$ cat src/rtl/chip_tx_sched.sv
// chip_tx_sched: shares one byte-wide UART between a buffered 16-bit data stream and a periodic heartbeat frame.
// Optional macro CHIP_TX_HB_CKSUM_EN appends an XOR checksum byte to every heartbeat frame.
module chip_tx_sched #(
    parameter int DEPTH = 4,
    parameter int HB_W  = 16
) (
    input  logic            clk_sys,
    input  logic            rst_n,
    input  logic            pluse_us,
    input  logic [5:0]      dev_id,
    input  logic            cfg_en,
    input  logic [HB_W-1:0] cfg_hb_period,
    input  logic [15:0]     d_data,
    input  logic            d_vld,
    output logic            d_rdy,
    output logic [7:0]      u_data,
    output logic            u_vld,
    input  logic            u_done,
    output logic [7:0]      ovf_cnt,
    output logic            busy
);
    localparam int AW = (DEPTH > 1) ? $clog2(DEPTH) : 1;
    localparam int CW = AW + 1;
    localparam logic [CW-1:0] FULL_CNT = CW'(DEPTH);
    localparam logic [2:0] DATA_LEN = 3'd2;
`ifdef CHIP_TX_HB_CKSUM_EN
    localparam logic [2:0] HB_LEN = 3'd5;
`else
    localparam logic [2:0] HB_LEN = 3'd4;
`endif

    typedef enum logic [2:0] {
        IDLE   = 3'd0,
        ARB    = 3'd1,
        LOAD   = 3'd2,
        STROBE = 3'd3,
        WAIT   = 3'd4
    } state_t;

    state_t          state_r, state_nxt_s;
    logic [15:0]     mem_r [DEPTH];
    logic [AW-1:0]   wr_ptr_r, rd_ptr_r;
    logic [CW-1:0]   fifo_cnt_r, fifo_cnt_nxt_s;
    logic            d_rdy_r;
    logic [7:0]      ovf_cnt_r;
    logic            push_s, pop_s, drop_s, fifo_ne_s;
    logic [HB_W-1:0] hb_tmr_r;
    logic            hb_pend_r, hb_on_s, hb_fire_s;
    logic [7:0]      hb_seq_r;
    logic            last_hb_r;
    logic            grant_hb_s, grant_data_s;
    logic            is_hb_r;
    logic [2:0]      byte_cnt_r, hb_idx_s;
    logic [15:0]     shift_r;
    logic [7:0]      cur_byte_s, u_data_r, u_data_nxt_s;
    logic            u_vld_r, u_vld_nxt_s, busy_r, busy_nxt_s;
    logic            frame_end_s, work_s;

`ifdef CHIP_TX_HB_CKSUM_EN
    function automatic logic [7:0] hb_cksum(input logic [5:0] id, input logic [7:0] seq);
        return {2'b00, id} ^ seq ^ 8'h5A;
    endfunction
`endif

    assign push_s      = d_vld & d_rdy_r;
    assign drop_s      = d_vld & ~d_rdy_r;
    assign pop_s       = grant_data_s;
    assign fifo_ne_s   = (fifo_cnt_r != '0);
    assign hb_on_s     = cfg_en && (cfg_hb_period != '0);
    assign hb_fire_s   = hb_on_s && pluse_us && (hb_tmr_r >= (cfg_hb_period - HB_W'(1)));
    assign work_s      = cfg_en && (fifo_ne_s || hb_pend_r);
    assign frame_end_s = (state_r == WAIT) && u_done && (byte_cnt_r == 3'd1);

    // FIFO occupancy for the next cycle
    always_comb begin
        fifo_cnt_nxt_s = fifo_cnt_r;
        case ({push_s, pop_s})
            2'b10:   fifo_cnt_nxt_s = fifo_cnt_r + CW'(1);
            2'b01:   fifo_cnt_nxt_s = fifo_cnt_r - CW'(1);
            default: fifo_cnt_nxt_s = fifo_cnt_r;
        endcase
    end

    // FIFO storage, pointers, registered ready and saturating drop counter
    always_ff @(posedge clk_sys or negedge rst_n) begin
        if (!rst_n) begin
            for (int i = 0; i < DEPTH; i++) mem_r[i] <= 16'h0000;
            wr_ptr_r   <= '0;
            rd_ptr_r   <= '0;
            fifo_cnt_r <= '0;
            d_rdy_r    <= 1'b1;
            ovf_cnt_r  <= 8'h00;
        end else begin
            if (push_s) begin
                mem_r[wr_ptr_r] <= d_data;
                wr_ptr_r        <= wr_ptr_r + AW'(1);
            end
            if (pop_s) rd_ptr_r <= rd_ptr_r + AW'(1);
            fifo_cnt_r <= fifo_cnt_nxt_s;
            d_rdy_r    <= (fifo_cnt_nxt_s != FULL_CNT);
            if (drop_s && (ovf_cnt_r != 8'hFF)) ovf_cnt_r <= ovf_cnt_r + 8'd1;
        end
    end

    // Heartbeat timebase, pending flag and frame sequence number
    always_ff @(posedge clk_sys or negedge rst_n) begin
        if (!rst_n) begin
            hb_tmr_r  <= '0;
            hb_pend_r <= 1'b0;
            hb_seq_r  <= 8'h00;
        end else begin
            if (!hb_on_s) hb_tmr_r <= '0;
            else if (pluse_us) hb_tmr_r <= hb_fire_s ? '0 : hb_tmr_r + HB_W'(1);
            // a request arriving in the grant cycle is a new request, so set wins over clear
            if (!cfg_en) hb_pend_r <= 1'b0;
            else if (hb_fire_s) hb_pend_r <= 1'b1;
            else if (grant_hb_s) hb_pend_r <= 1'b0;
            if (frame_end_s && is_hb_r) hb_seq_r <= hb_seq_r + 8'd1;
        end
    end

    // Round-robin grant, evaluated only in ARB
    always_comb begin
        grant_hb_s   = 1'b0;
        grant_data_s = 1'b0;
        if (state_r == ARB) begin
            if (fifo_ne_s && hb_pend_r) begin
                grant_data_s = last_hb_r;
                grant_hb_s   = ~last_hb_r;
            end else begin
                grant_data_s = fifo_ne_s;
                grant_hb_s   = hb_pend_r;
            end
        end else begin
            grant_hb_s   = 1'b0;
            grant_data_s = 1'b0;
        end
    end

    // Byte to present in LOAD, chosen from the remaining byte count
    always_comb begin
        cur_byte_s = 8'h00;
        hb_idx_s   = HB_LEN - byte_cnt_r;
        if (is_hb_r) begin
            case (hb_idx_s)
                3'd0:    cur_byte_s = 8'hA5;
                3'd1:    cur_byte_s = {2'b00, dev_id};
                3'd2:    cur_byte_s = hb_seq_r;
                3'd3:    cur_byte_s = 8'h5A;
`ifdef CHIP_TX_HB_CKSUM_EN
                3'd4:    cur_byte_s = hb_cksum(dev_id, hb_seq_r);
`endif
                default: cur_byte_s = 8'h00;
            endcase
        end else if (byte_cnt_r == DATA_LEN) begin
            cur_byte_s = shift_r[15:8];
        end else begin
            cur_byte_s = shift_r[7:0];
        end
    end

    // Transfer context: grant owner, byte countdown, data shift register
    always_ff @(posedge clk_sys or negedge rst_n) begin
        if (!rst_n) begin
            last_hb_r  <= 1'b1;
            is_hb_r    <= 1'b0;
            byte_cnt_r <= 3'd0;
            shift_r    <= 16'h0000;
        end else begin
            if (grant_data_s) begin
                shift_r    <= mem_r[rd_ptr_r];
                byte_cnt_r <= DATA_LEN;
                is_hb_r    <= 1'b0;
                last_hb_r  <= 1'b0;
            end else if (grant_hb_s) begin
                byte_cnt_r <= HB_LEN;
                is_hb_r    <= 1'b1;
                last_hb_r  <= 1'b1;
            end else if ((state_r == WAIT) && u_done) begin
                byte_cnt_r <= byte_cnt_r - 3'd1;
            end
        end
    end

    // FSM state register
    always_ff @(posedge clk_sys or negedge rst_n) begin
        if (!rst_n) state_r <= IDLE;
        else        state_r <= state_nxt_s;
    end

    // FSM next-state logic
    always_comb begin
        state_nxt_s = state_r;
        case (state_r)
            IDLE:   state_nxt_s = work_s ? ARB : IDLE;
            ARB:    state_nxt_s = (grant_data_s || grant_hb_s) ? LOAD : IDLE;
            LOAD:   state_nxt_s = STROBE;
            STROBE: state_nxt_s = WAIT;
            WAIT: begin
                if (!u_done)                  state_nxt_s = WAIT;
                else if (byte_cnt_r != 3'd1)  state_nxt_s = LOAD;
                else if (work_s)              state_nxt_s = ARB;
                else                          state_nxt_s = IDLE;
            end
            default: state_nxt_s = IDLE;
        endcase
    end

    // FSM outputs, computed one cycle ahead so the ports come straight from flops
    always_comb begin
        u_vld_nxt_s = (state_r == LOAD);
        if (state_r == LOAD) u_data_nxt_s = cur_byte_s;
        else                 u_data_nxt_s = u_data_r;
        busy_nxt_s = (state_nxt_s != IDLE);
    end

    // Output registers
    always_ff @(posedge clk_sys or negedge rst_n) begin
        if (!rst_n) begin
            u_vld_r  <= 1'b0;
            u_data_r <= 8'h00;
            busy_r   <= 1'b0;
        end else begin
            u_vld_r  <= u_vld_nxt_s;
            u_data_r <= u_data_nxt_s;
            busy_r   <= busy_nxt_s;
        end
    end

    assign d_rdy   = d_rdy_r;
    assign u_data  = u_data_r;
    assign u_vld   = u_vld_r;
    assign ovf_cnt = ovf_cnt_r;
    assign busy    = busy_r;

endmodule

$ cat config.mk
export PLATFORM = sky130hd
export DESIGN_NAME = chip_tx_sched
export DESIGN_NICKNAME = d
export VERILOG_FILES = /design/src/rtl/chip_tx_sched.sv
export SDC_FILE = /design/constraint.sdc
export NUM_CORES = 1
export LEC_CHECK = 0
export CAP_MARGIN = 40
export CORE_ASPECT_RATIO = 0.7
export CORE_UTILIZATION = 41
export DETAILED_ROUTE_END_ITERATION = 10
export GPL_TIMING_DRIVEN = 0
export HOLD_SLACK_MARGIN = 0.03
export MAX_ROUTING_LAYER = met4
export RECOVER_POWER = 50
export SYNTH_ARGS = -nofsm -noshare
export SYNTH_HDL_FRONTEND = slang
export SYNTH_SLANG_ARGS = --single-unit
$ cat constraint.sdc
create_clock -name clk_sys -period 2.51 [get_ports clk_sys]
set_input_delay 0.3765 -clock clk_sys [delete_from_list [all_inputs] [get_ports clk_sys]]
set_output_delay 0.3765 -clock clk_sys [all_outputs]
set_load 0.02 [all_outputs]
Word level (Yosys, flattened, before mapping)
Cells that the tools add are included.
- magnitude comparators: 4
- $add $sub $neg: 10
- reduce and logical (&&, ||, !) cells: 19
- equal/unequal tests: 16
- bitwise logic cells: 6
- muxes and demuxes: 30
- operator list (kind ; count):
    16-bit 2-to-1 mux ; 6
    64-bit bitwise mux ; 1
    16-bit binary-select mux with 2-bit select ; 1
    16-bit demux with 2-bit select ; 1
    8-bit one-hot mux with 4 select lines ; 1
    16-bit by 1-bit adder with 16-bit output, second input constant ; 1
    8-bit by 1-bit adder with 8-bit output, second input constant ; 2
    16-bit >= comparator ; 1
    8-bit 2-to-1 mux ; 2
    16-bit nonzero test ; 1
    16-bit by 1-bit subtractor with 16-bit output, second input constant ; 1
    3-bit by 2-bit equality test with 1-bit output, second input constant ; 5
    3-bit one-hot mux with 5 select lines ; 1
    3-bit 2-to-1 mux ; 4
    1-bit logical AND ; 10
    1-bit 2-to-1 mux ; 10
    3-bit by 1-bit equality test with 1-bit output, second input constant ; 3
    3-bit nonzero test ; 3
    8-bit != test, second input constant ; 1
    3-bit >= comparator, second input constant ; 2
    3-bit zero test ; 2
    3-bit by 1-bit != test with 1-bit output, second input constant ; 2
    2-bit NOT with 3-bit output ; 2
    3-bit one-hot mux with 2 select lines ; 1
    15 further kinds ; 21
- bits of input ports: 44
- output and inout port bits: 19
- logic and storage cells: 105
- register bits after elaboration: 139

Depth between registers and ports, before layout
- depth after elaboration: 8
- gate-level depth with buffers: 14
- mapped depth without buffers: 13

Worst setup path after synthesis
OpenSTA, ideal clock, no wires.
- path kind: input -> register
- start: input cfg_hb_period[0]
- end: register hb_tmr_r[8]
- stages: 13
- path slack: -0.806 ns
- data arrival time: 3.192 ns
- cells stage by stage: inv_1 ha_1 or4b_4 nor4_4 nand2_1 xor2_1 ha_1 and4_1 nand2_1 o31ai_1 clkbuf_1 nor3_1 a211o_1
- word-level cells in the longest chain between the ends: 7
- elaborated cells between the ends (all ways): 10
- those cells by class: add/sub: 1; order compare: 1; eq/ne: 1; mux: 3; reduce/logical: 4
- ends and longest elaborated chain (item ; RTL line ; source):
    start, declared ; 12 ; input logic [HB_W-1:0] cfg_hb_period,
    branches (longest 7 deep; another with 16-bit by 1-bit subtractor with 16-bit output) ; -- ;
    end signal, assigned ; 113 ; else if (pluse_us) hb_tmr_r <= hb_fire_s ? '0 : hb_tmr_r + HB_W'(1);
    end, declared ; 47 ; logic [HB_W-1:0] hb_tmr_r;
Several ways; the timed one is not identified. The select of a mux whose other input is x is not followed.
A chain may end at the register's enable or synchronous reset.

Final worst setup path
- start: input cfg_hb_period[1]
- end: register hb_tmr_r[8]
The elaborated chain is that of the path after synthesis.

==> flow_summary.yaml <==
run_status:
  status: "finished, violations left"
  violations: "capacitance limit, slew limit, setup timing"
drt:
  wl_met3_um: 563
  ant_nets: 0
  wl_met1_um: 7931
  vias: 4782
  route.detailed.drc: 0
  vias_per_cell: 5.385
  firstDrtPassIters: 6
  wl_per_cell_um: 17.42
  routed-wl-met2_um: 6852
  drtIter0Drc: 329
  route.top_layer_used: "met4"
  wl_um: 15470
synth:
  synth_most_common_cell: "dfrtp_1"
  synth.distinct_cells: 57
  ys_seq_elements: 139
  avgSynthCellArea_um2: 12.65
  syn_area_um2: 7044
  synth_edf_count: 0
  async_flop_share_pct: 100.0
  synth_top_area_cell: "dfrtp_1"
  synthCells: 557
  ys_seq_area_share_pct: 49.41
  synthFlopType: "dfrtp_1"
  yosysTopAreaCellShare_pct: 48.67
  synth_common_cells: "137 x dfrtp_1, 85 x mux2_2, 31 x ha_1"
  ys_warn_count: 0
  synthTopCellsByArea: "dfrtp_1 49%, mux2_2 14%, ha_1 5.5%"
  syn_nets: 633
cells_and_area:
  seq_area_um2: 3482
  multi_input_area_um2: 3613
  design_area_um2: 8870
  areaGrowthSynthToFinish_pct: 25.91
  fin_nets: 728
  drive_gt1_share_pct: 30.62
  antenna_cells: 0
  fillers: 1402
clocking:
  cts_max_path_buffers: 2
  cts_tree: "built"
  insertion_delay_ns: 0.41
  numCtsBuffers: 17
  clk_pin_slew_ns: 0.06
  root_buffer: "clkbuf_16"
  cts_sinks: 139
  cts_max_level: 4
die:
  initial_utilization_pct: 42.58
  rows: 39
  die_area_um2: 17720
  die_h_um: 111.7
  io_pins: 63
  die_w_um: 158.7
  coreArea_um2: 16540
power:
  power.density_nw_per_um2: 1098
  ir_worst_vdd_uv: 513.3
  p_leak_nw: 3.816
sta:
  fmaxAchievable_mhz: 340.8
  hold_viol: 0
  whs_ns: 0.3828
  clock_skew_ns: 0.007652
  setup_viol: 17
  relSlewSlack_pct: -7.457
  finalCritPeriodShare_pct: 116.9
  rsz0062_at_grt: "yes"
  fin_setup_tns_ns: -6.275
  fin_crit_ns: 2.934
  fin_ws_ns: -0.4239
  slew_violations: 65
  tightestPinTransition_ns: 1.612
global_route:
  grt_pass1_wl_um: 25740
  grt_pass1_vias: 4800
  track_usage_pct: 19.76
  antenna_found_initial: 0
  grt_max_degree: 76
  grt-ovfl-total: 0
hold_path:
  hold_class: "in2reg"
worst_setup_path:
  r2r_cells: 8
  critPathLaunch: "cfg_hb_period[1]"
  critPathCapture: "hb_tmr_r[8]"
  rrSetupSlack_ns: -0.01
  cp_data_arrival_time_ns: 3.23
  r2r-start: "hb_tmr_r[7]"
  cp.required_ns: 2.80
  r2r-end: "hb_tmr_r[12]"
  cp_max_fo: 6
  crit_path_start_kind: "input port"
  crit_type: "in2reg"
  end_kind: "register"
flow_run:
  max-cap-violations: 1
placed_design:
  pre_cts_slack_ns: -1.716
  placed_area_um2: 8034
  hpwl_um: 10950
  gp_congestion: 0.8569
  port_buffers: 61
[per-stage QoR]
stage	instances	utilization [%]	total power, mW
floorplan	557	-	6.133
global placement	843	48.37	7.153
detailed placement	845	48.57	7.327
CTS	885	53.20	9.757
global route	888	53.62	10.38
finish	888	53.62	9.742
[worst min path at each step]
stage,cells past startpoint,endpoint,start
floorplan,0,busy,rst_n
CTS,3,wr_ptr_r[0],d_vld
global route,3,wr_ptr_r[0],d_vld
global placement,1,fifo_cnt_r[2],fifo_cnt_r[2]
finish,3,wr_ptr_r[0],d_vld
detailed placement,1,mem_r[0],rst_n
[cells by family (layout without fill, tap and decap cells)]
group | after synthesis | in the layout | synth area share (%)
flip-flops | 139 | 139 | 49.41
multiplexers | 109 | 109 | 19.84
AND/OR/NAND/NOR | 121 | 121 | 9.805
buffers and inverters | 40 | 146 | 2.238
XOR/XNOR | 37 | 37 | 4.600
adder cells (fa/ha/maj) | 32 | 32 | 5.790
AO/OA/AOI/OAI | 79 | 79 | 8.313
[where the power goes]
group          switching [mW]  internal [mW]
Sequential              0.550           3.16
Combinational            1.67           2.00
Clock                   0.955           1.40
Total                    3.18           6.57
[sequential cells by signal, summed over array words and instances, names as in the netlist]
signal      flops
hb_pend_r       1
state_r         3
is_hb_r         1
hb_tmr_r       16
wr_ptr_r        2
shift_r        16
d_rdy           1
last_hb_r       1
byte_cnt_r      3
busy            1
hb_seq_r        8
fifo_cnt_r      3
u_vld           1
mem_r          64
u_data          8
rd_ptr_r        2
ovf_cnt         8
[cells in the final DEF, fill, tap and decap left out, types with 5 or more instances in the layout]
cell and count:
ha_1 30, o21a_1 12, a21o_1 6, xnor2_1 23, nor3_1 5, nor3b_1 5, mux2_2 85, clkbuf_1 11
mux4_2 16, dfrtp_1 136, buf_4 12, clkbuf_2 5, mux2i_1 8, o21ai_0 8, clkbuf_8 5, and4_1 5
nor2_1 14, a221oi_1 7, and2_1 5, nand2_1 24, inv_1 16, clkbuf_16 17, o221ai_1 7, nand3_1 14
clkdlybuf4s50_1 49, xor2_1 14, and3_1 11, buf_2 5, a21oi_1 5
[final cells by class]
cell class                      instances  share of cell area, %
Buffer                                 19                  1.255
Clock buffer                           19                  5.106
Clock inverter                         11                  1.114
Inverter                               19                  1.002
Multi-Input combinational cell        378                  40.74
Sequential cell                       139                  39.26
Tap cell                              225                  3.174
Timing Repair Buffer                   78                  8.351
[critical path, cell delays in order]
cell and delay (ns):
buf_8 0.11, inv_6 0.05, ha_4 0.12, or4b_4 0.47
nor4_4 0.13, buf_4 0.17, nand2_2 0.06, xor2_1 0.16
ha_1 0.32, and4_4 0.26, nand2_4 0.06, o31ai_4 0.40
clkbuf_8 0.24, nor4_4 0.04, a211o_1 0.26
[what timing repair did]
action,4_1_cts,5_1_grt
gates cloned,1,0
pin swaps,23,15
endpoints found under the hold margin,63,0
hold buffers,1,0
buffers inserted,8,5
setup endpoints to repair,28,30
gates resized for setup,68,21
[layer usage]
layer / up-vias / global-route usage [%]
li1: 2254 / -
met5: - / -
met2: 84 / 27.34
met1: 2435 / 29.41
met3: 9 / 3.815
met4: 0 / 5.192
No activity file was read; power rests on OpenSTA's default activity.
